--- src/rtl/unshuffle_reader.sv ---
// Raster-order readback of one 4-bank activation SRAM group holding a pixel-unshuffled image.
// One byte per pixel flows through a credit-limited 2-entry output FIFO with valid/ready.
module unshuffle_reader #(
    parameter int unsigned IMG_W        = 28,
    parameter int unsigned IMG_H        = 28,
    parameter int unsigned BW_PER_ACT   = 8,
    parameter int unsigned CH_NUM       = 4,
    parameter int unsigned ACT_PER_ADDR = 4,
    parameter int unsigned ADDR_W       = 6,
    localparam int unsigned WORD_W      = CH_NUM * ACT_PER_ADDR * BW_PER_ACT
) (
    input  logic                  clk,
    input  logic                  rst_n,
    input  logic                  start,
    input  logic                  bank_sel,
    input  logic [WORD_W-1:0]     sram_rdata_a0,
    input  logic [WORD_W-1:0]     sram_rdata_a1,
    input  logic [WORD_W-1:0]     sram_rdata_a2,
    input  logic [WORD_W-1:0]     sram_rdata_a3,
    input  logic [WORD_W-1:0]     sram_rdata_b0,
    input  logic [WORD_W-1:0]     sram_rdata_b1,
    input  logic [WORD_W-1:0]     sram_rdata_b2,
    input  logic [WORD_W-1:0]     sram_rdata_b3,
    output logic [ADDR_W-1:0]     sram_raddr_a0,
    output logic [ADDR_W-1:0]     sram_raddr_a1,
    output logic [ADDR_W-1:0]     sram_raddr_a2,
    output logic [ADDR_W-1:0]     sram_raddr_a3,
    output logic [ADDR_W-1:0]     sram_raddr_b0,
    output logic [ADDR_W-1:0]     sram_raddr_b1,
    output logic [ADDR_W-1:0]     sram_raddr_b2,
    output logic [ADDR_W-1:0]     sram_raddr_b3,
    output logic [BW_PER_ACT-1:0] out_data,
    output logic                  out_valid,
    input  logic                  out_ready,
    output logic                  busy,
    output logic                  done
);

    localparam int unsigned XY_W   = $clog2((IMG_W > IMG_H ? IMG_W : IMG_H) + 1);
    localparam int unsigned NBYTE  = CH_NUM * ACT_PER_ADDR;
    localparam int unsigned IDX_W  = $clog2(NBYTE);
    localparam int unsigned BSEL_W = $clog2(WORD_W);

    typedef enum logic [1:0] {IDLE, RUN, DRAIN} state_t;

    state_t              state, state_nxt;
    logic                accept_c, issue_c, finish_c, last_pix_c, pop_c;
    logic [XY_W-1:0]     x_q, y_q;
    logic                grp_q;
    logic [ADDR_W-1:0]   raddr_a, raddr_b;
    logic [XY_W-1:0]     u, v, bu, bv;
    logic [1:0]          c_idx, a_idx, bank_idx;
    logic [IDX_W-1:0]    byte_idx;
    logic [ADDR_W-1:0]   addr;
    logic                v1_q, v2_q;
    logic [1:0]          bank1_q, bank2_q;
    logic [IDX_W-1:0]    idx1_q, idx2_q;
    logic [WORD_W-1:0]   word;
    logic [BSEL_W-1:0]   bsel;
    logic [BW_PER_ACT-1:0] rd_byte;
    logic                skid_valid;
    logic [BW_PER_ACT-1:0] skid_data;
    logic [2:0]          occupancy;

    // Everything issued but not yet handed to the consumer holds a credit.
    assign occupancy  = 3'(out_valid) + 3'(skid_valid) + 3'(v1_q) + 3'(v2_q);
    assign last_pix_c = (x_q == XY_W'(IMG_W - 1)) && (y_q == XY_W'(IMG_H - 1));
    assign pop_c      = out_valid && out_ready;

    always_ff @(posedge clk) begin
        if (!rst_n) state <= IDLE;
        else        state <= state_nxt;
    end

    always_comb begin
        state_nxt = state;
        unique case (state)
            IDLE:    if (start) state_nxt = RUN;
            RUN:     if (issue_c && last_pix_c) state_nxt = DRAIN;
            DRAIN:   if (finish_c) state_nxt = IDLE;
            default: state_nxt = IDLE;
        endcase
    end

    always_comb begin
        accept_c = 1'b0;
        issue_c  = 1'b0;
        finish_c = 1'b0;
        unique case (state)
            IDLE:    accept_c = start;
            RUN:     issue_c  = (occupancy < 3'd2);
            DRAIN:   finish_c = (occupancy == 3'd0);
            default: ;
        endcase
    end

    // Pixel (x,y) -> bank, word address and byte lane in the unshuffled layout.
    always_comb begin
        u        = x_q >> 1;
        v        = y_q >> 1;
        bu       = u >> 1;
        bv       = v >> 1;
        c_idx    = {y_q[0], x_q[0]};
        a_idx    = {v[0], u[0]};
        bank_idx = {bv[0], bu[0]};
        addr     = ADDR_W'(32'(bv >> 1) * 32'd4 + 32'(bu >> 1));
        byte_idx = IDX_W'({c_idx, a_idx});
    end

    always_ff @(posedge clk) begin
        if (!rst_n) begin
            x_q     <= '0;
            y_q     <= '0;
            grp_q   <= 1'b0;
            busy    <= 1'b0;
            done    <= 1'b0;
            raddr_a <= '0;
            raddr_b <= '0;
        end else begin
            done <= finish_c;
            if (accept_c) begin
                x_q     <= '0;
                y_q     <= '0;
                grp_q   <= bank_sel;
                busy    <= 1'b1;
                raddr_a <= '0;
                raddr_b <= '0;
            end
            if (finish_c) busy <= 1'b0;
            if (issue_c) begin
                if (grp_q) raddr_b <= addr;
                else       raddr_a <= addr;
                if (x_q == XY_W'(IMG_W - 1)) begin
                    x_q <= '0;
                    y_q <= y_q + XY_W'(1);
                end else begin
                    x_q <= x_q + XY_W'(1);
                end
            end
        end
    end

    assign sram_raddr_a0 = raddr_a;
    assign sram_raddr_a1 = raddr_a;
    assign sram_raddr_a2 = raddr_a;
    assign sram_raddr_a3 = raddr_a;
    assign sram_raddr_b0 = raddr_b;
    assign sram_raddr_b1 = raddr_b;
    assign sram_raddr_b2 = raddr_b;
    assign sram_raddr_b3 = raddr_b;

    // Lane select follows the read: stage 1 aligns with raddr, stage 2 with rdata.
    always_ff @(posedge clk) begin
        if (!rst_n) begin
            v1_q    <= 1'b0;
            v2_q    <= 1'b0;
            bank1_q <= '0;
            bank2_q <= '0;
            idx1_q  <= '0;
            idx2_q  <= '0;
        end else begin
            v1_q    <= issue_c;
            v2_q    <= v1_q;
            bank2_q <= bank1_q;
            idx2_q  <= idx1_q;
            if (issue_c) begin
                bank1_q <= bank_idx;
                idx1_q  <= byte_idx;
            end
        end
    end

    always_comb begin
        word = '0;
        unique case (bank2_q)
            2'd0: word = grp_q ? sram_rdata_b0 : sram_rdata_a0;
            2'd1: word = grp_q ? sram_rdata_b1 : sram_rdata_a1;
            2'd2: word = grp_q ? sram_rdata_b2 : sram_rdata_a2;
            2'd3: word = grp_q ? sram_rdata_b3 : sram_rdata_a3;
            default: word = '0;
        endcase
        bsel    = BSEL_W'((NBYTE - 1 - 32'(idx2_q)) * BW_PER_ACT);
        rd_byte = word[bsel +: BW_PER_ACT];
    end

    // Output register is the FIFO head; the skid entry is the second slot.
    always_ff @(posedge clk) begin
        if (!rst_n) begin
            out_valid  <= 1'b0;
            out_data   <= '0;
            skid_valid <= 1'b0;
            skid_data  <= '0;
        end else if (!out_valid || pop_c) begin
            if (skid_valid) begin
                out_valid  <= 1'b1;
                out_data   <= skid_data;
                skid_valid <= v2_q;
                if (v2_q) skid_data <= rd_byte;
            end else begin
                out_valid <= v2_q;
                if (v2_q) out_data <= rd_byte;
            end
        end else if (v2_q) begin
            skid_valid <= 1'b1;
            skid_data  <= rd_byte;
        end
    end

endmodule

--- config.mk ---
export PLATFORM = sky130hd
export DESIGN_NAME = unshuffle_reader
export DESIGN_NICKNAME = d
export VERILOG_FILES = /design/src/rtl/unshuffle_reader.sv
export SDC_FILE = /design/constraint.sdc
export NUM_CORES = 1
export LEC_CHECK = 0
export ABC_AREA = 0
export BUFFER_PORTS_ARGS = -buffer_cell sky130_fd_sc_hd__buf_2
export CAP_MARGIN = 20
export CORE_AREA = 10 10 417 419
export DETAILED_ROUTE_END_ITERATION = 7
export DIE_AREA = 0 0 427 429
export HOLD_SLACK_MARGIN = 0.06
export PLACE_DENSITY = 0.3
export SLEW_MARGIN = 0
export SYNTH_ARGS = -nofsm -noshare
export SYNTH_HDL_FRONTEND = slang
export SYNTH_SLANG_ARGS = --single-unit
export TNS_END_PERCENT = 50
--- constraint.sdc ---
create_clock -name clk -period 4.98 [get_ports clk]
set_input_delay 0.249 -clock clk [delete_from_list [all_inputs] [get_ports clk]]
set_output_delay 0.249 -clock clk [all_outputs]
set_load 0.03 [all_outputs]
Word level (Yosys, flattened, before mapping)

Cells that the tools add are included.
W data, S select, Z words.

Equality and inequality tests: 11
Multiplexer cells: 33
Reductions and logical operators: 14
Magnitude comparators: 1
Add/subtract/negate cells: 7
Bitwise logic cells: 1
Shifts and indexed selects: 1

Operator list:

| kind                  | count |
|---|---|
| $mux W128             | 4 |
| $pmux W128 S4         | 1 |
| $shiftx A128 B8 Y8    | 1 |
| $mux W8               | 5 |
| $mux W6               | 6 |
| $mux W5               | 6 |
| $add A5 B1 Y5 const B | 2 |
| $eq A5 B5 Y1 const B  | 2 |
| $ne A2 B2 Y1 const B  | 4 |
| $mux W1               | 7 |
| $eq A2 B2 Y1 const B  | 3 |
| $mux W2               | 3 |
| $pmux W2 S3           | 1 |
| $reduce_bool A2 Y1    | 3 |
| $add A4 B2 Y5         | 1 |
| $eq A2 B1 Y1 const B  | 2 |
| $logic_not A2 Y1      | 2 |
| $sub A4 B4 Y4 const A | 1 |
| $add A2 B1 Y3         | 1 |
| $add A3 B1 Y3         | 1 |
| $logic_and A1 B1 Y1   | 3 |
| $logic_not A3 Y1      | 1 |
| $lt A3 B2 Y1 const B  | 1 |
| $reduce_and A3 Y1     | 1 |
| other kinds (6)       | 6 |

Register bits after elaboration: 59
Output and inout port bits: 59
Input port bits: 1,029

Longest topological paths before layout

Word-level depth: 8
Mapped depth: 13

Least setup slack after synthesis

Ideal clock, no wire load.

Path kind: register to register
Start point: reg out_valid
End point: reg y_q[4]
Cell stages (with the launch flop): 12
Clock period less this slack: 2.626 ns
Arrival time: 2.504 ns
Path slack: 2.354 ns
Data required time: 4.858 ns
Setup time: 0.122 ns
Path through: dfxtp_1 -> inv_1 -> fa_1 -> inv_1 -> ha_1 -> inv_1 -> ha_1 -> nand2_1 -> or2_2 -> clkbuf_1 -> and2_1 -> o311a_1

Longest elaborated chain between the ends: 6

Ends and longest elaborated chain:

| item                   | line | source |
|---|---|---|
| from (decl)            | 33   | `output logic out_valid,` |
| from (signal assigned) | 200  | `out_valid <= v2_q;` |
| $add A1 B1 Y2          | 66   | `assign occupancy = 3'(out_valid) + 3'(skid_valid) + 3'(v1_q) + 3'(v2_q);` |
| $add A2 B1 Y3          | 66   |  |
| $add A3 B1 Y3          | 66   |  |
| $lt A3 B2 Y1           | 91   | `RUN: issue_c = (occupancy < 3'd2);` |
| $mux W1                | 89   | `unique case (state)` |
| $mux W5                | 130  | `if (issue_c) begin` |
| to (signal assigned)   | 135  | `y_q <= y_q + XY_W'(1);` |
| to (decl)              | 48   | `logic [XY_W-1:0] x_q, y_q;` |

Every way passes these cells.
A chain may end at the register's enable or synchronous reset.

Worst setup path after layout

Start point: reg idx2_q[0]
End point: reg out_data[4]

Longest elaborated chain between the ends: 4

Ends and longest elaborated chain:

| item                   | line | source |
|---|---|---|
| from (decl)            | 57   | `logic [IDX_W-1:0] idx1_q, idx2_q;` |
| from (signal assigned) | 165  | `idx2_q <= idx1_q;` |
| $sub A4 B4 Y4          | 182  | `bsel = BSEL_W'((NBYTE - 1 - 32'(idx2_q)) * BW_PER_ACT);` |
| $shiftx A128 B8 Y8     | 183  | `rd_byte = word[bsel +: BW_PER_ACT];` |
| $mux W8                | 201  | `if (v2_q) out_data <= rd_byte;` |
| $mux W8                | 194  | `if (skid_valid) begin` |
| to (signal assigned)   | 196  | `out_data <= skid_data;` |
| to (signal assigned)   | 201  |  |
| to (decl)              | 32   | `output logic [BW_PER_ACT-1:0] out_data,` |

Every way passes these cells. The select of a mux whose other input is x is not followed.

==> key figures <==
Status
  – Status: finished, final reports clean

Min path
  – Hold worst-path end: state[0]
  – Min-delay src: start
  – Hold depth: 3
  – Hold Path Class: in -> reg

Timing
  – Shortest period the worst path allows: 3.691 ns
  – Worst-margin pin slew: 1.004 ns
  – Final Cycle Share: 74.11%
  – Max-slew violations: 0
  – Setup-failing EPs final: 0
  – RSZ-0062 raised after global routing: no
  – Peak Freq: 0.2710 GHz
  – Relative slew slack: 31.99%
  – Clock Skew: 0.01740 ns
  – Final Hold Viols: 0
  – Setup Total Neg Slack: 0 ns

Die
  – I/O pin count: 1,088
  – Die width: 427 um
  – Initial Utilization: 6.913%
  – Die area: 183,200 um^2
  – Core Area: 165,900 um^2
  – Core Rows: 150
  – Die H: 429 um

Synth
  – FF+latch count, synth: 59
  – Synth Cell Area: 11,470 um^2
  – Post-synth top area cell: mux4_2
  – Top cells by area, synth: mux4_2, dfxtp_1, mux2_2
  – EDFF count, synth: 0
  – Sequential area share after synthesis: 10.30%
  – Ys Warns: 0
  – Share of Yosys cell area claimed by the top area cell type: 29.26%
  – Syn_area_per_cell: 9.198 um^2
  – Syn_nets: 2,282
  – Post-Syn Instances: 1,247
  – Commonest cells post-synth: mux4_2, nor2_1, mux2_2, nand2_1, mux2i_1
  – Count leader, synth: mux4_2
  – Asr flop ratio synth: 0%
  – Count of cell types in the netlist: 64
  – Synth Flop Type: dfxtp_1

Global route
  – Overflow after GRT: 0
  – Maximum number of pins on one net before global-route repair: 106
  – Overall Global Routing Usage: 17.83%
  – First-pass GRT wire length: 209.3 mm
  – Vias in the first global route: 16,890
  – Initial antenna violation count: 269

Clock network
  – TritonCTS Buffers: 9
  – Clock Latency Late Sink: 0.37 ns
  – PostCTS Resize Cnt: 0
  – Hold Buf Count CTS: 0
  – Setup bufs post-CTS: 0
  – CTS sink cnt: 59
  – CTS max path bufs: 2
  – CTS tree: done
  – CTS H-tree depth: 3
  – Clock Tree Root: clkbuf_16
  – Clock transition at path regs: 0.07 ns

Placement
  – Count of buffers from port buffering: 1,087
  – DP HPWL: 155.7 mm
  – GPL Wtd Cong: 0.9251
  – Placed Area: 19,060 um^2

Power
  – PD cells: 138.2 nW/um^2
  – Peak VDD IR: 159.1 uV
  – Pleak: 7.762 nW

Worst setup path
  – WP data required: 5.21 ns
  – CP Cell Sequence: buf_4 -> mux4_2 -> and2_1 -> o311ai_1 -> a211oi_1 -> nor3_1 -> o221ai_1
  – Origin of the critical flop-to-flop path: idx2_q[0]
  – Largest stage delay on the critical path: 0.81 ns
  – Critical path class: reg -> reg
  – Worst reg-to-reg setup slack: 1.29 ns
  – Reg2reg path depth: 7
  – R2R Path End: out_data[4]
  – Slowest stage cell, crit path: o311ai_1
  – Arrival time at the worst endpoint: 3.92 ns
  – Crit path buf inv count: 1
  – Critical path capture point type: flop
  – Startpoint type of the worst setup path: flop
  – Crit path max-delay family: compound AO/OA/AOI/OAI gates
  – Crit Path Max Fanout: 32

Route
  – DRT Wirelength: 172.7 mm
  – DRC Markers: 0
  – Initial DRC count: 1,367
  – Met3 routed WL: 12.58 mm
  – Top routing layer in use: met5
  – Met2 wire len: 89.40 mm
  – DRT Pass-1 Iters: 7
  – WL met1: 66.79 mm
  – Routed via count: 16,950
  – Wirelength per Cell: 38.64 um
  – ANT nets after route: 0
  – Drt via density: 3.792

Cells and area
  – Proportion of layout cells with a drive suffix above 1: 62.95%
  – Area Overhead vs Synth: 69.57%
  – Post-layout util: 11.72%
  – Final net count: 3,246
  – Final instance area: 19,450 um^2

Run
  – Max-cap violation count: 0
-- layout make-up --
type,instances,area [um^2]
multi-input combinational,994,9209
sequential,59,1200
timing repair buffer,1126,5808
antenna,49,122.6
inverter,21,81.33
clock inverter,6,41.29
fill,19430,146500
tap,2204,2758
clock buffer,10,229.0
-- worst max-delay path by stage --
stage,start,endpoint,depth (start not counted)
floorplan,out_valid,y_q[4],11
global placement,grp_q,out_data[3],8
detailed placement,bank2_q[1],out_data[3],8
CTS,bank2_q[1],out_data[3],8
global route,bank2_q[1],out_data[3],8
finish,idx2_q[0],out_data[4],7
-- cells by family after synthesis --
group / share of synthesized area, %
flip-flops: 10.30
AND/OR/NAND/NOR: 12.86
multiplexers: 43.36
AO/OA/AOI/OAI: 23.05
buffers and inverters: 9.709
adder cells (fa/ha/maj): 0.7200
-- where the power goes --
part	switching, mW	leakage [nW]	internal, mW
logic	0.855	7.15	0.700
registers	0.0330	0.483	0.484
clock network	0.279	0.125	0.337
-- flip-flops by register name, summed over array words and instances, names as in the netlist, 2 cells and up --
register and flops:
bank1_q 2, out_data 8, state 2, bank2_q 2, idx2_q 4, x_q 5, idx1_q 4, sram_raddr_b0 6
skid_data 8, sram_raddr_a0 6, y_q 5
-- layer usage --
metal | global-route usage (%) | vias to the layer above
met5 | 0 | -
met3 | 4.781 | 386
li1 | - | 7032
met1 | 20.70 | 8416
met2 | 33.10 | 1008
met4 | 2.195 | 106
-- placed cells by master (no fill, tap or decap), types with 5 or more instances in the layout --
| master | n |
|---|---|
| dfxtp_1 | 52 |
| and2_1 | 11 |
| mux4_2 | 149 |
| nand2_1 | 75 |
| o21ai_0 | 61 |
| a22oi_1 | 9 |
| o31ai_1 | 6 |
| clkbuf_16 | 9 |
| nor2b_1 | 17 |
| mux2_2 | 76 |
| o221ai_1 | 18 |
| buf_4 | 33 |
| a31oi_1 | 13 |
| a311oi_1 | 7 |
| a32oi_1 | 5 |
| a21oi_1 | 74 |
| nor3_1 | 17 |
| diode_2 | 49 |
| or3_1 | 5 |
| nand4_1 | 10 |
| nand2b_1 | 15 |
| o22ai_1 | 42 |
| mux2i_1 | 75 |
| or2_2 | 6 |
| nor2_1 | 87 |
| buf_12 | 6 |
| ha_1 | 5 |
| o211ai_1 | 13 |
| a221oi_1 | 62 |
| nand3b_1 | 8 |
| inv_1 | 18 |
| o22a_1 | 19 |
| nand3_1 | 33 |
| buf_2 | 1087 |
| a211oi_1 | 20 |
-- through the flow --
step	hold WS [ns]	std cells	power, mW	setup slack (ns)
2_1_floorplan	0.3929	1247	1.192	2.354
3_3_place_gp	0.4399	4404	2.136	1.188
3_5_place_dp	0.4437	4404	2.132	1.175
4_1_cts	0.1351	4420	2.769	1.143
5_1_grt	0.1566	4437	2.838	1.001
6_report	0.1548	4469	2.688	1.289
-- worst reg2reg max path, stage by stage, from the launching register on --
cell and delay [ns]:
dfxtp_4 0.74, buf_4 0.64, mux4_2 0.45, and2_1 0.17, o311ai_1 0.81, a211oi_1 0.25
nor3_1 0.33, o221ai_1 0.16
(Power assumes the default switching activity.)
